`src/rtl/rtc_pkg.sv`:
```
// rtc_pkg: shared definitions for the RTC sequencing controller.
//   - Calendar field widths and range limits
//   - Controller state enumeration
//   - days_in_month(): days in a month, including the Gregorian leap-year rule
package rtc_pkg;

    localparam int unsigned SEC_W  = 6;
    localparam int unsigned MIN_W  = 6;
    localparam int unsigned HOUR_W = 5;
    localparam int unsigned DAY_W  = 5;
    localparam int unsigned MONT_W = 4;

    localparam logic [SEC_W-1:0]  SEC_MAX  = 6'd59;
    localparam logic [MIN_W-1:0]  MIN_MAX  = 6'd59;
    localparam logic [HOUR_W-1:0] HOUR_MAX = 5'd23;
    localparam logic [MONT_W-1:0] MONT_MAX = 4'd12;

    typedef enum logic [1:0] {
        IDLE,
        CHECK,
        LOAD,
        ERR
    } rtc_state_e;

    // Out-of-range months return 31; the caller rejects them separately.
    function automatic logic [DAY_W-1:0] days_in_month(
        input logic [MONT_W-1:0] mont,
        input logic [31:0]       year
    );
        logic leap;
        leap = (year[1:0] == 2'b00) &&
               (((year % 32'd100) != 32'd0) || ((year % 32'd400) == 32'd0));
        case (mont)
            4'd4, 4'd6, 4'd9, 4'd11: days_in_month = 5'd30;
            4'd2:                    days_in_month = leap ? 5'd29 : 5'd28;
            default:                 days_in_month = 5'd31;
        endcase
    endfunction

endpackage

```
`src/rtl/rtc_prescaler.sv`:
```
// rtc_prescaler: divides clk down to the calendar advance tick.
//   clk, rst : clock, synchronous active-high reset
//   hold     : freeze the count (no tick) while high
//   clear    : restart the count from 0 and suppress this tick; wins over hold
//   tick     : registered one-cycle pulse every TICK_DIV enabled cycles
module rtc_prescaler #(
    parameter int unsigned TICK_DIV = 4
) (
    input  logic clk,
    input  logic rst,
    input  logic hold,
    input  logic clear,
    output logic tick
);

    localparam int unsigned     CNT_W = (TICK_DIV > 1) ? $clog2(TICK_DIV) : 1;
    localparam logic [CNT_W-1:0] LAST = CNT_W'(TICK_DIV - 1);

    logic [CNT_W-1:0] cnt_q, cnt_d;
    logic             tick_q, tick_d;

    always_comb begin
        cnt_d  = cnt_q;
        tick_d = 1'b0;
        if (clear) begin
            cnt_d = '0;
        end else if (!hold) begin
            if (cnt_q == LAST) begin
                cnt_d  = '0;
                tick_d = 1'b1;
            end else begin
                cnt_d = cnt_q + 1'b1;
            end
        end
    end

    always_ff @(posedge clk) begin
        if (rst) begin
            cnt_q  <= '0;
            tick_q <= 1'b0;
        end else begin
            cnt_q  <= cnt_d;
            tick_q <= tick_d;
        end
    end

    assign tick = tick_q;

endmodule

```
`src/rtl/rtc_ctrl.sv`:
```
// rtc_ctrl: sequencing controller for the calendar counter.
//   - set_valid/set_ready handshake captures a set-time request, which is
//     range-checked (incl. days-in-month / leap year) for one cycle, then
//     either loaded (load + ld_* + set_done) or rejected (set_err).
//   - tick: prescaled advance enable; a load clears the prescaler and
//     suppresses the tick of that cycle, so load and tick never coincide.
//   - Optional alarm (macro RTC_CTRL_ALARM_EN): alm_valid arms an hh:mm
//     alarm; alarm_hit pulses on the rising edge of the cur_* match at :00.
//     Without the macro alarm_hit is 0 and alm_*/cur_* are ignored.
// All outputs are registered.
module rtc_ctrl
    import rtc_pkg::*;
#(
    parameter int unsigned TICK_DIV = 4,
    parameter int unsigned YEAR_W   = 13
) (
    input  logic              clk,
    input  logic              rst,
    input  logic              hold,
    input  logic              set_valid,
    output logic              set_ready,
    input  logic [SEC_W-1:0]  set_sec,
    input  logic [MIN_W-1:0]  set_min,
    input  logic [HOUR_W-1:0] set_hour,
    input  logic [DAY_W-1:0]  set_day,
    input  logic [MONT_W-1:0] set_mont,
    input  logic [YEAR_W-1:0] set_year,
    output logic              set_done,
    output logic              set_err,
    output logic              tick,
    output logic              load,
    output logic [SEC_W-1:0]  ld_sec,
    output logic [MIN_W-1:0]  ld_min,
    output logic [HOUR_W-1:0] ld_hour,
    output logic [DAY_W-1:0]  ld_day,
    output logic [MONT_W-1:0] ld_mont,
    output logic [YEAR_W-1:0] ld_year,
    input  logic [SEC_W-1:0]  cur_sec,
    input  logic [MIN_W-1:0]  cur_min,
    input  logic [HOUR_W-1:0] cur_hour,
    input  logic              alm_valid,
    input  logic [MIN_W-1:0]  alm_min,
    input  logic [HOUR_W-1:0] alm_hour,
    output logic              alarm_hit
);

    rtc_state_e state_q, state_d;

    logic [SEC_W-1:0]  cap_sec_q,  cap_sec_d;
    logic [MIN_W-1:0]  cap_min_q,  cap_min_d;
    logic [HOUR_W-1:0] cap_hour_q, cap_hour_d;
    logic [DAY_W-1:0]  cap_day_q,  cap_day_d;
    logic [MONT_W-1:0] cap_mont_q, cap_mont_d;
    logic [YEAR_W-1:0] cap_year_q, cap_year_d;

    logic              set_ready_q, set_ready_d;
    logic              load_q, load_d;
    logic              set_err_q, set_err_d;
    logic [SEC_W-1:0]  ld_sec_q,  ld_sec_d;
    logic [MIN_W-1:0]  ld_min_q,  ld_min_d;
    logic [HOUR_W-1:0] ld_hour_q, ld_hour_d;
    logic [DAY_W-1:0]  ld_day_q,  ld_day_d;
    logic [MONT_W-1:0] ld_mont_q, ld_mont_d;
    logic [YEAR_W-1:0] ld_year_q, ld_year_d;

    logic fields_ok;

    always_comb begin
        fields_ok = (cap_sec_q  <= SEC_MAX)  &&
                    (cap_min_q  <= MIN_MAX)  &&
                    (cap_hour_q <= HOUR_MAX) &&
                    (cap_mont_q != '0) && (cap_mont_q <= MONT_MAX) &&
                    (cap_day_q  != '0) &&
                    (cap_day_q  <= days_in_month(cap_mont_q, 32'(cap_year_q)));
    end

    always_comb begin
        state_d    = state_q;
        cap_sec_d  = cap_sec_q;
        cap_min_d  = cap_min_q;
        cap_hour_d = cap_hour_q;
        cap_day_d  = cap_day_q;
        cap_mont_d = cap_mont_q;
        cap_year_d = cap_year_q;

        case (state_q)
            IDLE: begin
                if (set_valid && set_ready_q) begin
                    state_d    = CHECK;
                    cap_sec_d  = set_sec;
                    cap_min_d  = set_min;
                    cap_hour_d = set_hour;
                    cap_day_d  = set_day;
                    cap_mont_d = set_mont;
                    cap_year_d = set_year;
                end
            end
            CHECK:   state_d = fields_ok ? LOAD : ERR;
            LOAD:    state_d = IDLE;
            ERR:     state_d = IDLE;
            default: state_d = IDLE;
        endcase

        // Outputs are decoded from the next state so they are registered
        // and line up with the state they belong to.
        set_ready_d = (state_d == IDLE);
        load_d      = (state_d == LOAD);
        set_err_d   = (state_d == ERR);
        ld_sec_d    = load_d ? cap_sec_d  : '0;
        ld_min_d    = load_d ? cap_min_d  : '0;
        ld_hour_d   = load_d ? cap_hour_d : '0;
        ld_day_d    = load_d ? cap_day_d  : '0;
        ld_mont_d   = load_d ? cap_mont_d : '0;
        ld_year_d   = load_d ? cap_year_d : '0;
    end

    always_ff @(posedge clk) begin
        if (rst) begin
            state_q     <= IDLE;
            cap_sec_q   <= '0;
            cap_min_q   <= '0;
            cap_hour_q  <= '0;
            cap_day_q   <= '0;
            cap_mont_q  <= '0;
            cap_year_q  <= '0;
            set_ready_q <= 1'b1;
            load_q      <= 1'b0;
            set_err_q   <= 1'b0;
            ld_sec_q    <= '0;
            ld_min_q    <= '0;
            ld_hour_q   <= '0;
            ld_day_q    <= '0;
            ld_mont_q   <= '0;
            ld_year_q   <= '0;
        end else begin
            state_q     <= state_d;
            cap_sec_q   <= cap_sec_d;
            cap_min_q   <= cap_min_d;
            cap_hour_q  <= cap_hour_d;
            cap_day_q   <= cap_day_d;
            cap_mont_q  <= cap_mont_d;
            cap_year_q  <= cap_year_d;
            set_ready_q <= set_ready_d;
            load_q      <= load_d;
            set_err_q   <= set_err_d;
            ld_sec_q    <= ld_sec_d;
            ld_min_q    <= ld_min_d;
            ld_hour_q   <= ld_hour_d;
            ld_day_q    <= ld_day_d;
            ld_mont_q   <= ld_mont_d;
            ld_year_q   <= ld_year_d;
        end
    end

    // Clearing on the edge that enters LOAD zeroes the tick of the LOAD
    // cycle (dropped, not deferred) and restarts the count from 0.
    rtc_prescaler #(
        .TICK_DIV (TICK_DIV)
    ) u_prescaler (
        .clk   (clk),
        .rst   (rst),
        .hold  (hold),
        .clear (load_d),
        .tick  (tick)
    );

    assign set_ready = set_ready_q;
    assign load      = load_q;
    assign set_done  = load_q;
    assign set_err   = set_err_q;
    assign ld_sec    = ld_sec_q;
    assign ld_min    = ld_min_q;
    assign ld_hour   = ld_hour_q;
    assign ld_day    = ld_day_q;
    assign ld_mont   = ld_mont_q;
    assign ld_year   = ld_year_q;

`ifdef RTC_CTRL_ALARM_EN
    logic [MIN_W-1:0]  alm_min_q,  alm_min_d;
    logic [HOUR_W-1:0] alm_hour_q, alm_hour_d;
    logic              armed_q, armed_d;
    logic              seen_q, seen_d;
    logic              alarm_hit_q, alarm_hit_d;
    logic              match_now;

    always_comb begin
        alm_min_d   = alm_min_q;
        alm_hour_d  = alm_hour_q;
        armed_d     = armed_q;
        alarm_hit_d = 1'b0;
        match_now   = armed_q && (cur_hour == alm_hour_q) &&
                      (cur_min == alm_min_q) && (cur_sec == '0);
        seen_d      = match_now;
        if (alm_valid) begin
            alm_min_d  = alm_min;
            alm_hour_d = alm_hour;
            armed_d    = 1'b1;
            // Arming onto an already-true match counts as seen, so only a
            // later rising edge fires.
            seen_d     = (cur_hour == alm_hour) && (cur_min == alm_min) &&
                         (cur_sec == '0);
        end else begin
            alarm_hit_d = match_now && !seen_q;
        end
    end

    always_ff @(posedge clk) begin
        if (rst) begin
            alm_min_q   <= '0;
            alm_hour_q  <= '0;
            armed_q     <= 1'b0;
            seen_q      <= 1'b0;
            alarm_hit_q <= 1'b0;
        end else begin
            alm_min_q   <= alm_min_d;
            alm_hour_q  <= alm_hour_d;
            armed_q     <= armed_d;
            seen_q      <= seen_d;
            alarm_hit_q <= alarm_hit_d;
        end
    end

    assign alarm_hit = alarm_hit_q;
`else
    logic unused_alarm_inputs;
    assign unused_alarm_inputs = ^{alm_valid, alm_min, alm_hour,
                                   cur_sec, cur_min, cur_hour};
    assign alarm_hit = 1'b0;
`endif

endmodule

```
`config.mk`:
```
export PLATFORM = sky130hd
export DESIGN_NAME = rtc_ctrl
export DESIGN_NICKNAME = d
export VERILOG_FILES = /design/src/rtl/rtc_pkg.sv /design/src/rtl/rtc_prescaler.sv /design/src/rtl/rtc_ctrl.sv
export SDC_FILE = /design/constraint.sdc
export NUM_CORES = 1
export LEC_CHECK = 0
export CAP_MARGIN = 20
export CORE_MARGIN = 1
export CORE_UTILIZATION = 30
export DETAILED_ROUTE_END_ITERATION = 8
export PLACE_DENSITY = 0.58
export SYNTH_ARGS = -nofsm -noshare
export SYNTH_HDL_FRONTEND = slang
export SYNTH_HIERARCHICAL = 1
export SYNTH_SLANG_ARGS = --single-unit
```
`constraint.sdc`:
```
create_clock -name clk -period 6.24 [get_ports clk]
set_input_delay 1.56 -clock clk [delete_from_list [all_inputs] [get_ports clk]]
set_output_delay 1.56 -clock clk [all_outputs]
set_load 0.02 [all_outputs]
```
==> metrics.txt <==
Cell Rows 44; sequential area share after synthesis 37.84%; post-synth top area share 37.84%; fraction of synthesized cell area in xor and xnor cells 0.3850%; DIE HEIGHT 125.1 um; Synth Area in Simple Gates 29.98%; power share of the combinational group 45.7%; # nets final 742; H-tree Lvls 3; skew final 0.007316 ns; Post-DP HPWL 9.159 mm; Final Max Slew Viols 0; critical path startpoint category flip-flop; post-route minimum period 6.198 ns; Post-synth ARST share 0%; vias in the first global route 4,312; clock sink count 86; share of cells above drive strength 1 19.82%; VDD IR-drop max 151.5 uV; vias 4,416; synth warn 6; area delta synth->final 40.79%; Pwr Density 339.4 mW/mm^2; Hold Path Class flip-flop to flip-flop; adder-cell share of the synthesized area 1.100%; cell taking the most area after synthesis dfxtp_1; ranking of synthesized cells by area dfxtp_1 (38%), nand2_1 (8.9%), a21oi_1 (6.3%); drt wl/cell 15.29 um; Commonest cells post-synth nand2_1 (108), dfxtp_1 (86), a21oi_1 (57); DRC 0; Total Routing Usage GR 16.49%; Main synth FF type dfxtp_1; clk_lat worst skew 0.35 ns; Least-Margin Pin Slew 0.9075 ns; Clock Path Buffers 2; CTS tree yes; Inserted Diodes 0; Clock transition at path regs 0.07 ns; most instantiated library cell after synthesis nand2_1; GPL Wtd Cong 0.8435; Switching Fraction 38.39%; Int Power 1339 uW; post-placement worst setup slack -0.2887 ns; CP required 6.44 ns; clk root buf clkbuf_16; RSZ-0062 raised after global routing true; Setup-failing EPs final 0; status finished, final reports clean; placed inst area 0.005675 mm^2; sequential share of power 28.5%; Initial Util 31.07%; fill cell instance count of the final layout 1,491; Yosys cell types 85; number of synthesized flops with an enable pin 0; number of port buffers 86; 1st-iter DRT viols 191; max-cap violation count 0; Clock power frac 25.8%; DRT Pass-1 Iters 6; Mapped Nets 636; Hold Buf Count CTS 0; Synth Area per Inst 8.124 um^2; final wirelength 13.07 mm; #FFs+latches synth 86; largest net degree at the start of global routing 47; Final Hold Violating Endpoints 0; cell area after synthesis 0.004549 mm^2; post-synthesis cell count 560; final instance area 0.006405 mm^2; Net Switching 834.5 uW; largest family of logic cells by synthesized area simple AND/OR/NAND/NOR gates; CP arrival 6.40 ns; Pleak 0.002417 uW; Max Clock Freq 0.1613 GHz; IO Count 117; Worst setup EP type flip-flop; vias per cell 5.165; Crit Path Category flip-flop to flip-flop; Critical Path Fanout Max 5; multiplexer area fraction after synthesis 0.9901%; CTS buffer count 9; ANT nets after route 0; first-pass GRT wire length 20.92 mm; max_slew headroom 39.50%; die width 125.1 um; final setup margin 0.04162 ns; fraction of the cycle the final worst path needs 99.33%; Synth Area in Compound Gates 24.53%; grt total ovfl 0; Die ar. 0.01566 mm^2; initial antenna violation count 0; Core Footprint 0.01464 mm^2
-- path summary, 6_finish.rpt --
check | from | end | slack, ns | cells after the start
setup / recovery | cap_year_q[9]$_SDFF_PP0_ | u_prescaler/cnt_q[1]$_SDFFE_PP0N_ | 0.04 | 27
hold / removal | cap_min_q[0]$_SDFF_PP0_ | cap_min_q[0]$_SDFF_PP0_ | 0.45 | 2
setup reg to reg | cap_year_q[9]$_SDFF_PP0_ | u_prescaler/cnt_q[1]$_SDFFE_PP0N_ | 0.04 | 27
hold reg to reg | cap_min_q[0]$_SDFF_PP0_ | cap_min_q[0]$_SDFF_PP0_ | 0.45 | 2
-- placed cells by master, fill, tap and decap left out, drive strengths merged, types with 5 or more instances in the layout --
cell,Yosys,routed
a211oi,9,9
a21oi,59,59
a31oi,5,5
and2,44,44
buf,11,44
clkbuf,23,9
clkdlybuf4s50,0,85
dfxtp,86,86
inv,13,16
nand2,108,108
nand3,10,10
nor2,30,30
nor3,22,22
o211ai,8,8
o21a,5,5
o21ai,21,21
o2bb2ai,5,5
or2,8,8
-- what timing repair did --
item | 4_1_cts | 5_1_grt
gates cloned | 0 | 1
endpoints found under the setup margin | 44 | 46
pin swaps | 4 | 11
resized for setup | 11 | 54
setup buffers | 3 | 11
-- area by class of cell --
type	count	area, um^2	area share [%]
Multi-Input combinational cell	427	2889	45.11
Sequential cell	86	1724	26.92
Timing Repair Buffer	129	1196	18.68
Tap cell	184	230.2	3.594
Clock buffer	9	225.2	3.516
Clock inverter	7	91.34	1.426
Inverter	13	48.80	0.7619
-- metrics by stage --
stage	hold WS (ns)	util, %	cells	TNS [ns]	total power (uW)
finish	0.4534	43.74	855	0	2174
global placement	0.4451	38.76	824	-8.268	1420
floorplan	0.4339	-	560	0	1191
CTS	0.4578	41.34	843	0	2019
detailed placement	0.4483	38.76	824	-11.37	1427
global route	0.4818	43.74	855	-9.538	2310
-- power groups by stage --
stage	logic [uW]	clock network [uW]	registers [uW]
floorplan	569	0	622
global placement	791	0	630
detailed placement	796	0	631
CTS	824	576	619
global route	1080	600	626
finish	993	561	620
-- flip-flops by register name, indices dropped and copies added (netlist names) --
signal / flops
ld_mont: 4
ld_sec: 6
set_err: 1
u_prescaler/cnt_q: 2
ld_hour: 5
ld_year: 13
cap_year_q: 13
set_ready: 1
ld_min: 6
cap_sec_q: 6
cap_mont_q: 4
cap_min_q: 6
cap_day_q: 5
ld_day: 5
u_prescaler/tick: 1
state_q: 2
cap_hour_q: 5
load: 1
-- routing by layer --
metal  up-vias  wire length (um)  global-route usage, %
met3        17               653                  4.322
met5         -                 0                      0
met1      2103              5950                  20.98
met2        93              6248                  27.11
met4         0               218                  5.308
li1       2203                 -                      -
-- critical path, cell delays in order, from the launching register on --
cell and delay (ns):
dfxtp_2 0.33, nor3_4 0.19, nor2_1 0.06, ha_1 0.29
nand3b_4 0.20, o211a_4 0.26, o21a_1 0.21, a2111oi_2 0.38
a31o_2 0.19, or2_4 0.14, or4b_4 0.50, and3_4 0.22
o211ai_1 0.40, nand2_2 0.17, a311oi_2 0.27, o211ai_1 0.16
nand2_1 0.19, nand2b_4 0.07, o21a_1 0.16, o31a_1 0.30
ha_1 0.29, a211oi_2 0.07, a2111oi_2 0.30, buf_4 0.18
and3b_2 0.25, buf_6 0.14, buf_4 0.11, nor3_2 0.03
-- cells by family after synthesis --
kind of cell | after synthesis
xor+xnor | 2
compound gates | 156
flops | 86
buf+inv | 47
fa+ha+maj | 4
other cells | 1
simple gates | 260
mux | 4
Power figures use the tool's default switching activity.
